## src/rtl/doodle_pkg.sv

```systemverilog
// doodle_pkg: shared definitions for the doodle platform manager.
//   - state_e      : one-hot states ST_IDLE / ST_LOAD / ST_RUN
//   - LFSR_TAPS    : feedback mask of the 16-bit Fibonacci LFSR (taps 16, 14, 13, 11)
//   - DEF_SCREEN_H : default screen height in rows
//   - DEF_XMAX     : default largest legal platform x
//   - lfsr_step()  : one LFSR shift
//   - xpick()      : folds an 8-bit random value into 0..xmax
package doodle_pkg;

  typedef enum logic [2:0] {
    ST_IDLE = 3'b001,
    ST_LOAD = 3'b010,
    ST_RUN  = 3'b100
  } state_e;

  // Bits 15, 13, 12, 10 correspond to taps 16, 14, 13, 11.
  localparam logic [15:0] LFSR_TAPS    = 16'hB400;
  localparam logic [7:0]  DEF_SCREEN_H = 8'd200;
  localparam logic [7:0]  DEF_XMAX     = 8'd128;

  function automatic logic [15:0] lfsr_step(input logic [15:0] s);
    return {s[14:0], ^(s & LFSR_TAPS)};
  endfunction

  function automatic logic [7:0] xpick(input logic [7:0] v, input logic [7:0] xmax);
    logic [8:0] lim;
    lim = {1'b0, xmax} + 9'd1;
    if ({1'b0, v} > {1'b0, xmax}) begin
      return 8'({1'b0, v} - lim);
    end
    return v;
  endfunction

endpackage

```

## src/rtl/doodle_lfsr16.sv

```systemverilog
// doodle_lfsr16: 16-bit Fibonacci LFSR that can advance several steps per cycle.
// Ports:
//   Clk   in            clock
//   reset in            asynchronous, active-high; loads seed
//   adv   in  [ADV_W]   number of steps to advance this cycle (0..MAX_ADV)
//   seed  in  [16]      reset value (must be nonzero)
//   value out [16]      current LFSR state
module doodle_lfsr16
  import doodle_pkg::*;
#(
  parameter int unsigned MAX_ADV = 4,
  localparam int unsigned ADV_W = $clog2(MAX_ADV + 1)
) (
  input  logic             Clk,
  input  logic             reset,
  input  logic [ADV_W-1:0] adv,
  input  logic [15:0]      seed,
  output logic [15:0]      value
);

  logic [15:0] r_state;
  logic [15:0] w_next;

  always_comb begin
    w_next = r_state;
    for (int i = 0; i < int'(MAX_ADV); i++) begin
      if (ADV_W'(i) < adv) begin
        w_next = lfsr_step(w_next);
      end
    end
  end

  always_ff @(posedge Clk or posedge reset) begin
    if (reset) begin
      r_state <= seed;
    end else begin
      r_state <= w_next;
    end
  end

  assign value = r_state;

endmodule

```

## src/rtl/doodle_platforms.sv

```systemverilog
// doodle_platforms: platform manager and collision detector for the doodle game.
// Holds NUM_PLAT platforms, loads a field on Start, respawns platforms that scroll
// off the bottom, and on each Tick tests the falling doodle against every platform.
// Optional feature macro: DOODLE_PLAT_HITCNT_EN adds a saturating hit_count output.
// Ports:
//   Clk, reset           clock, asynchronous active-high reset
//   Start                load a new platform field
//   Tick                 one-cycle game-step strobe (collision test)
//   Scroll               one-cycle strobe, field moves down one row
//   q_Down               doodle is falling
//   doodle_x, doodle_y   doodle left edge and feet row
//   Ready                field loaded, in RUN
//   Hit                  one-cycle landing pulse
//   Bottom               doodle at row 0 without a hit (held until next Tick/Start)
//   plat_x, plat_y       packed platform positions, platform k at [8k+7:8k]
//   hit_count            (DOODLE_PLAT_HITCNT_EN only) saturating count of Hit pulses
module doodle_platforms
  import doodle_pkg::*;
#(
  parameter int unsigned NUM_PLAT = 4,
  parameter logic [7:0]  SCREEN_H = DEF_SCREEN_H,
  parameter logic [7:0]  GAP      = 8'd48,
  parameter logic [7:0]  PLAT_W   = 8'd32,
  parameter logic [7:0]  DOODLE_W = 8'd16,
  parameter logic [7:0]  XMAX     = DEF_XMAX,
  parameter logic [15:0] SEED     = 16'hACE1
) (
  input  logic                  Clk,
  input  logic                  reset,
  input  logic                  Start,
  input  logic                  Tick,
  input  logic                  Scroll,
  input  logic                  q_Down,
  input  logic [7:0]            doodle_x,
  input  logic [7:0]            doodle_y,
  output logic                  Ready,
  output logic                  Hit,
  output logic                  Bottom,
  output logic [8*NUM_PLAT-1:0] plat_x,
  output logic [8*NUM_PLAT-1:0] plat_y
`ifdef DOODLE_PLAT_HITCNT_EN
  ,
  output logic [7:0]            hit_count
`endif
);

  localparam int unsigned ADV_W = $clog2(NUM_PLAT + 1);
  localparam int unsigned IDX_W = 3;

  state_e           r_state;
  logic [IDX_W-1:0] r_idx;
  logic             r_ready;
  logic             r_hit;
  logic             r_bottom;
  logic [7:0]       r_px [NUM_PLAT];
  logic [7:0]       r_py [NUM_PLAT];
`ifdef DOODLE_PLAT_HITCNT_EN
  logic [7:0]       r_hit_cnt;
`endif

  logic [15:0]      w_lfsr;
  logic [ADV_W-1:0] w_adv;
  logic             w_hit;
  logic [7:0]       w_load_x;
  logic [7:0]       w_load_y;
  logic [7:0]       w_scr_x [NUM_PLAT];
  logic [7:0]       w_scr_y [NUM_PLAT];
  logic [ADV_W-1:0] w_scr_adv;
  logic [15:0]      w_chain;

  doodle_lfsr16 #(
    .MAX_ADV(NUM_PLAT)
  ) u_lfsr (
    .Clk  (Clk),
    .reset(reset),
    .adv  (w_adv),
    .seed (SEED),
    .value(w_lfsr)
  );

  // Collision against the registered (pre-scroll) positions; sums in 9 bits.
  always_comb begin
    w_hit = 1'b0;
    for (int k = 0; k < int'(NUM_PLAT); k++) begin
      if (q_Down && (doodle_y == r_py[k]) &&
          (({1'b0, doodle_x} + {1'b0, DOODLE_W}) > {1'b0, r_px[k]}) &&
          ({1'b0, doodle_x} < ({1'b0, r_px[k]} + {1'b0, PLAT_W}))) begin
        w_hit = 1'b1;
      end
    end
  end

  // Scroll: respawns walk the LFSR sequence in ascending platform order.
  always_comb begin
    w_chain   = w_lfsr;
    w_scr_adv = '0;
    for (int k = 0; k < int'(NUM_PLAT); k++) begin
      if (r_py[k] == 8'd0) begin
        w_scr_y[k] = SCREEN_H - 8'd1;
        w_scr_x[k] = xpick(w_chain[7:0], XMAX);
        w_chain    = lfsr_step(w_chain);
        w_scr_adv  = w_scr_adv + ADV_W'(1);
      end else begin
        w_scr_y[k] = r_py[k] - 8'd1;
        w_scr_x[k] = r_px[k];
      end
    end
  end

  always_comb begin
    w_load_x = xpick(w_lfsr[7:0], XMAX);
    w_load_y = 8'(32'(r_idx) * 32'(GAP));
    w_adv    = '0;
    if (!Start) begin
      if (r_state == ST_LOAD) begin
        w_adv = ADV_W'(1);
      end else if ((r_state == ST_RUN) && Scroll) begin
        w_adv = w_scr_adv;
      end
    end
  end

  always_ff @(posedge Clk or posedge reset) begin
    if (reset) begin
      r_state  <= ST_IDLE;
      r_idx    <= '0;
      r_ready  <= 1'b0;
      r_hit    <= 1'b0;
      r_bottom <= 1'b0;
      for (int k = 0; k < int'(NUM_PLAT); k++) begin
        r_px[k] <= 8'd0;
        r_py[k] <= 8'd0;
      end
`ifdef DOODLE_PLAT_HITCNT_EN
      r_hit_cnt <= 8'd0;
`endif
    end else begin
      r_hit <= 1'b0;
      unique case (r_state)
        ST_IDLE: begin
          if (Start) begin
            r_state <= ST_LOAD;
            r_idx   <= '0;
          end
        end
        ST_LOAD: begin
          if (Start) begin
            r_idx <= '0;
          end else begin
            for (int k = 0; k < int'(NUM_PLAT); k++) begin
              if (r_idx == IDX_W'(k)) begin
                r_px[k] <= w_load_x;
                r_py[k] <= w_load_y;
              end
            end
            if (r_idx == IDX_W'(NUM_PLAT - 1)) begin
              r_state <= ST_RUN;
              r_ready <= 1'b1;
            end else begin
              r_idx <= r_idx + 3'd1;
            end
          end
        end
        ST_RUN: begin
          if (Start) begin
            r_state  <= ST_LOAD;
            r_idx    <= '0;
            r_ready  <= 1'b0;
            r_bottom <= 1'b0;
          end else begin
            if (Tick) begin
              r_hit    <= w_hit;
              r_bottom <= q_Down && (doodle_y == 8'd0) && !w_hit;
            end
            if (Scroll) begin
              for (int k = 0; k < int'(NUM_PLAT); k++) begin
                r_px[k] <= w_scr_x[k];
                r_py[k] <= w_scr_y[k];
              end
            end
          end
        end
        default: begin
          r_state <= ST_IDLE;
        end
      endcase
`ifdef DOODLE_PLAT_HITCNT_EN
      if (Start) begin
        r_hit_cnt <= 8'd0;
      end else if ((r_state == ST_RUN) && Tick && w_hit && (r_hit_cnt != 8'd255)) begin
        r_hit_cnt <= r_hit_cnt + 8'd1;
      end
`endif
    end
  end

  always_comb begin
    plat_x = '0;
    plat_y = '0;
    for (int k = 0; k < int'(NUM_PLAT); k++) begin
      plat_x[8*k +: 8] = r_px[k];
      plat_y[8*k +: 8] = r_py[k];
    end
  end

  assign Ready  = r_ready;
  assign Hit    = r_hit;
  assign Bottom = r_bottom;
`ifdef DOODLE_PLAT_HITCNT_EN
  assign hit_count = r_hit_cnt;
`endif

endmodule

```

## config.mk

```make
export PLATFORM = sky130hd
export DESIGN_NAME = doodle_platforms
export DESIGN_NICKNAME = d
export VERILOG_FILES = /design/src/rtl/doodle_pkg.sv /design/src/rtl/doodle_lfsr16.sv /design/src/rtl/doodle_platforms.sv
export SDC_FILE = /design/constraint.sdc
export NUM_CORES = 1
export LEC_CHECK = 0
export BUFFER_PORTS_ARGS = -buffer_cell sky130_fd_sc_hd__buf_2
export CAP_MARGIN = 5
export CORE_MARGIN = 2
export CORE_UTILIZATION = 55
export CTS_CLUSTER_SIZE = 40
export DETAILED_ROUTE_END_ITERATION = 10
export PLACE_DENSITY = 0.84
export SYNTH_ARGS = -nofsm -noshare
export SYNTH_HDL_FRONTEND = slang
export SYNTH_SLANG_ARGS = --single-unit
```

## constraint.sdc

```tcl
create_clock -name Clk -period 4.04 [get_ports Clk]
set_input_delay 0 -clock Clk [delete_from_list [all_inputs] [get_ports Clk]]
set_output_delay 0 -clock Clk [all_outputs]
set_load 0.005 [all_outputs]
```

==> metrics.csv <==
stage;metric;value;unit
logic_synthesis;post-synthesis cell area;8300;sq um
clock_network;CTS sink cnt;89;
sta;Hold Violations, Final;0;
detailed_routing;Pre-Repair DR Iteration Count;5;
clock_network;TritonCTS clock tree;done;
logic_synthesis;ys async rst share;1.00;
final_layout;Layout Utilization;0.633;
min_path;Tightest Hold Check Type;input pin to flop;
detailed_routing;Iter 0 DRT Violations;848;
pwr;LEAKAGE;4.09;nW
sta;Final setup viols;0;
logic_synthesis;Post-synth EDFFs;0;
final_layout;Antenna Cells;0;
clock_network;clock-pin slew on the worst setup and hold paths;0.07;ns
critical_path;Data arrival, critical path;4.07;ns
critical_path;crit-path max cell delay;0.57;ns
min_path;hold path depth;2;
sta;WHS;0.0451;ns
detailed_routing;final antenna-violating net count;0;
die;Die X;127;um
logic_synthesis;Yosys warning count;0;
die;row cnt;44;
logic_synthesis;cells after synthesis;1044;
detailed_routing;vias;8216;
clock_network;clock root buffer;clkbuf_16;
global_routing;first-pass GRT wire length;39.8;mm
sta;Layout Skew;0.00972;ns
logic_synthesis;most common cell in the netlist;nor2_1;
detailed_routing;DRC Markers;0;
global_routing;total gr overflow;0;
die;core box area;14600;sq um
placed_design;I/O Buffers;88;
critical_path;RR Endpoint;u_lfsr.value[0];
clock_network;CTS H-Tree Depth;3;
die;die height;127;um
logic_synthesis;Post-Syn Area per Cell;7.95;sq um
critical_path;critical path's slowest cell;or4b_4;
sta;minimum clock period after layout;3.79;ns
global_routing;initial antenna violation count;0;
clock_network;total CTS buffers;9;
clock_network;worst skew pair latency;0.36;ns
pwr;total power;6.34;mW
global_routing;largest net degree at the start of global routing;48;
critical_path;crit-path max FO;12;
final_layout;Post-layout nets;1204;
die;# IOs;89;
critical_path;CP Capture Type;flop;
logic_synthesis;Yosys cell types;82;
detailed_routing;DR WL/cell;18.9;um
die;initial core utilization;0.567;
placed_design;post-DP HPWL;18.8;mm
logic_synthesis;Commonest cells post-synth;nor2_1, nand2_1, o21ai_0;
logic_synthesis;ys flop type;dfrtp_1;
logic_synthesis;Synth top area share;0.241;
critical_path;Worst Setup Start Kind;flop;
logic_synthesis;main area contributors after synthesis;dfrtp_1, ha_1, o21ai_0;
clock_network;maximum clock insertion buffer count;2;
placed_design;dpl cell area;8940;sq um
status;status;finished clean;
final_layout;layout cells sized above 1;0.168;
min_path;Hold Crit Endpoint;r_state[2];
min_path;hold path start;Start;
sta;Fmax;264;MHz
placed_design;Place WS;0.0995;ns
sta;final period utilization;0.938;
pwr;PwrDens;683;nW/um^2
detailed_routing;vias per inst;6.33;
global_routing;number of global-route vias before repair;7642;
critical_path;r2r setup slk;0.25;ns
placed_design;Placer Congestion;0.960;
flow_run;max cap viols;0;
critical_path;Worst EP required;4.32;ns
critical_path;Crit Path Class;flop to flop;
die;die footprint;16100;sq um
sta;fin. max-slew vios;0;
pwr;Max VDD drop;0.000406;V
detailed_routing;drt total wl;24.5;mm
critical_path;R2R depth;16;
final_layout;design area;9280;sq um
final_layout;Area Overhead vs Synth;11.7;%
sta;max_slew headroom;0.484;
critical_path;worst r2r src;plat_y[0];
logic_synthesis;area leader, netlist;dfrtp_1;
sta;Final WS setup;0.251;ns
critical_path;CP Cell Sequence;inv_1 -> ha_1 -> or4b_4 -> nor2_8 -> buf_4 -> maj3_2 -> ha_1 -> nor2_1 -> a21oi_1 -> o21a_2 -> nor2_1 -> mux2i_1 -> o311ai_4 -> xor2_1 -> xnor2_1 -> a22oi_1;
logic_synthesis;Yosys reg bits;89;
logic_synthesis;syn_nets;1139;
sta;worst-margin pin slew;0.767;ns
logic_synthesis;post-synthesis sequential area ratio;0.270;
global_routing;Tot GR Track Use;0.308;
how the worst max path moves through the flow:
stage / from / to / slack (ns)
2_1_floorplan: plat_y[19] / u_lfsr.value[0] / 0.40
3_3_place_gp: plat_y[0] / u_lfsr.value[0] / 0.21
3_5_place_dp: plat_y[0] / u_lfsr.value[0] / 0.1
4_1_cts: plat_y[0] / u_lfsr.value[0] / 0.05
5_1_grt: plat_y[8] / plat_x[28] / -0.008
6_report: plat_y[0] / u_lfsr.value[0] / 0.25
flip-flops by register name, summed over array words and instances (netlist names):
signal and count:
Bottom 1, u_lfsr.value 16, plat_y 32, r_idx 3, plat_x 32, Hit 1
r_state 3, Ready 1
cells in the final DEF, fill, tap and decap left out, types with 10 or more instances in the layout:
cell and n:
nand4_1 19, nand3_1 21, nand2_1 89, a31oi_1 18, mux2i_1 21, o21ai_0 88, buf_4 31, a211oi_1 10
buf_2 88, ha_1 72, a21oi_1 81, nor3_1 32, nor2_1 107, dfrtp_1 80, nor4_1 18, xnor2_1 45
inv_1 64, o21a_1 19, xor2_1 36
per-stage QoR:
stage / std cells / TNS [ns]
finish: 1298 / 0
global route: 1298 / -0.00831
CTS: 1297 / 0
detailed placement: 1279 / 0
global placement: 1279 / 0
floorplan: 1044 / 0
cells by family (layout without fill, tap and decap cells):
family	Yosys count	in the layout	synth area share
buffers and inverters	132	202	0.0622
muxes	27	27	0.0335
and+or+nand+nor	339	339	0.198
AOI/OAI and AO/OA	300	300	0.234
xor gates and xnor gates	83	83	0.0901
adders and majority gates	74	74	0.112
DFF	89	89	0.270
layout make-up:
type / count / area [sq um]
Timing Repair Buffer: 121 / 693
Sequential cell: 89 / 2240
Clock inverter: 6 / 50.0
Tap cell: 184 / 230
Clock buffer: 10 / 239
Fill cell: 1268 / 5370
Multi-Input combinational cell: 823 / 5580
Inverter: 65 / 245
critical path: cells and delay by family (launching register included):
family / cells / cell delay, ns
xor+xnor: 2 / 0.35
buf+inv: 2 / 0.30
mux: 1 / 0.24
compound gates: 4 / 0.89
simple gates: 4 / 0.87
fa+ha+maj: 3 / 0.69
flops: 1 / 0.38
routing by layer:
metal,vias up,share of wire,GRT usage
met5,-,0,0
met2,419,0.47,0.493
met4,0,0.035,0.122
met3,83,0.088,0.0456
met1,3867,0.41,0.420
li1,3847,-,-
where the power goes:
group | internal, mW | switching, mW
sequential | 1.18 | 0.489
combinational | 1.58 | 2.25
clock | 0.443 | 0.397
timing repair:
action	4_1_cts	5_1_grt
gates resized for setup	0	6
buffers inserted	0	1
endpoints found under the setup margin	0	15
endpoints found under the hold margin	35	0
hold buffers	2	0
(Power assumes the default switching activity.)
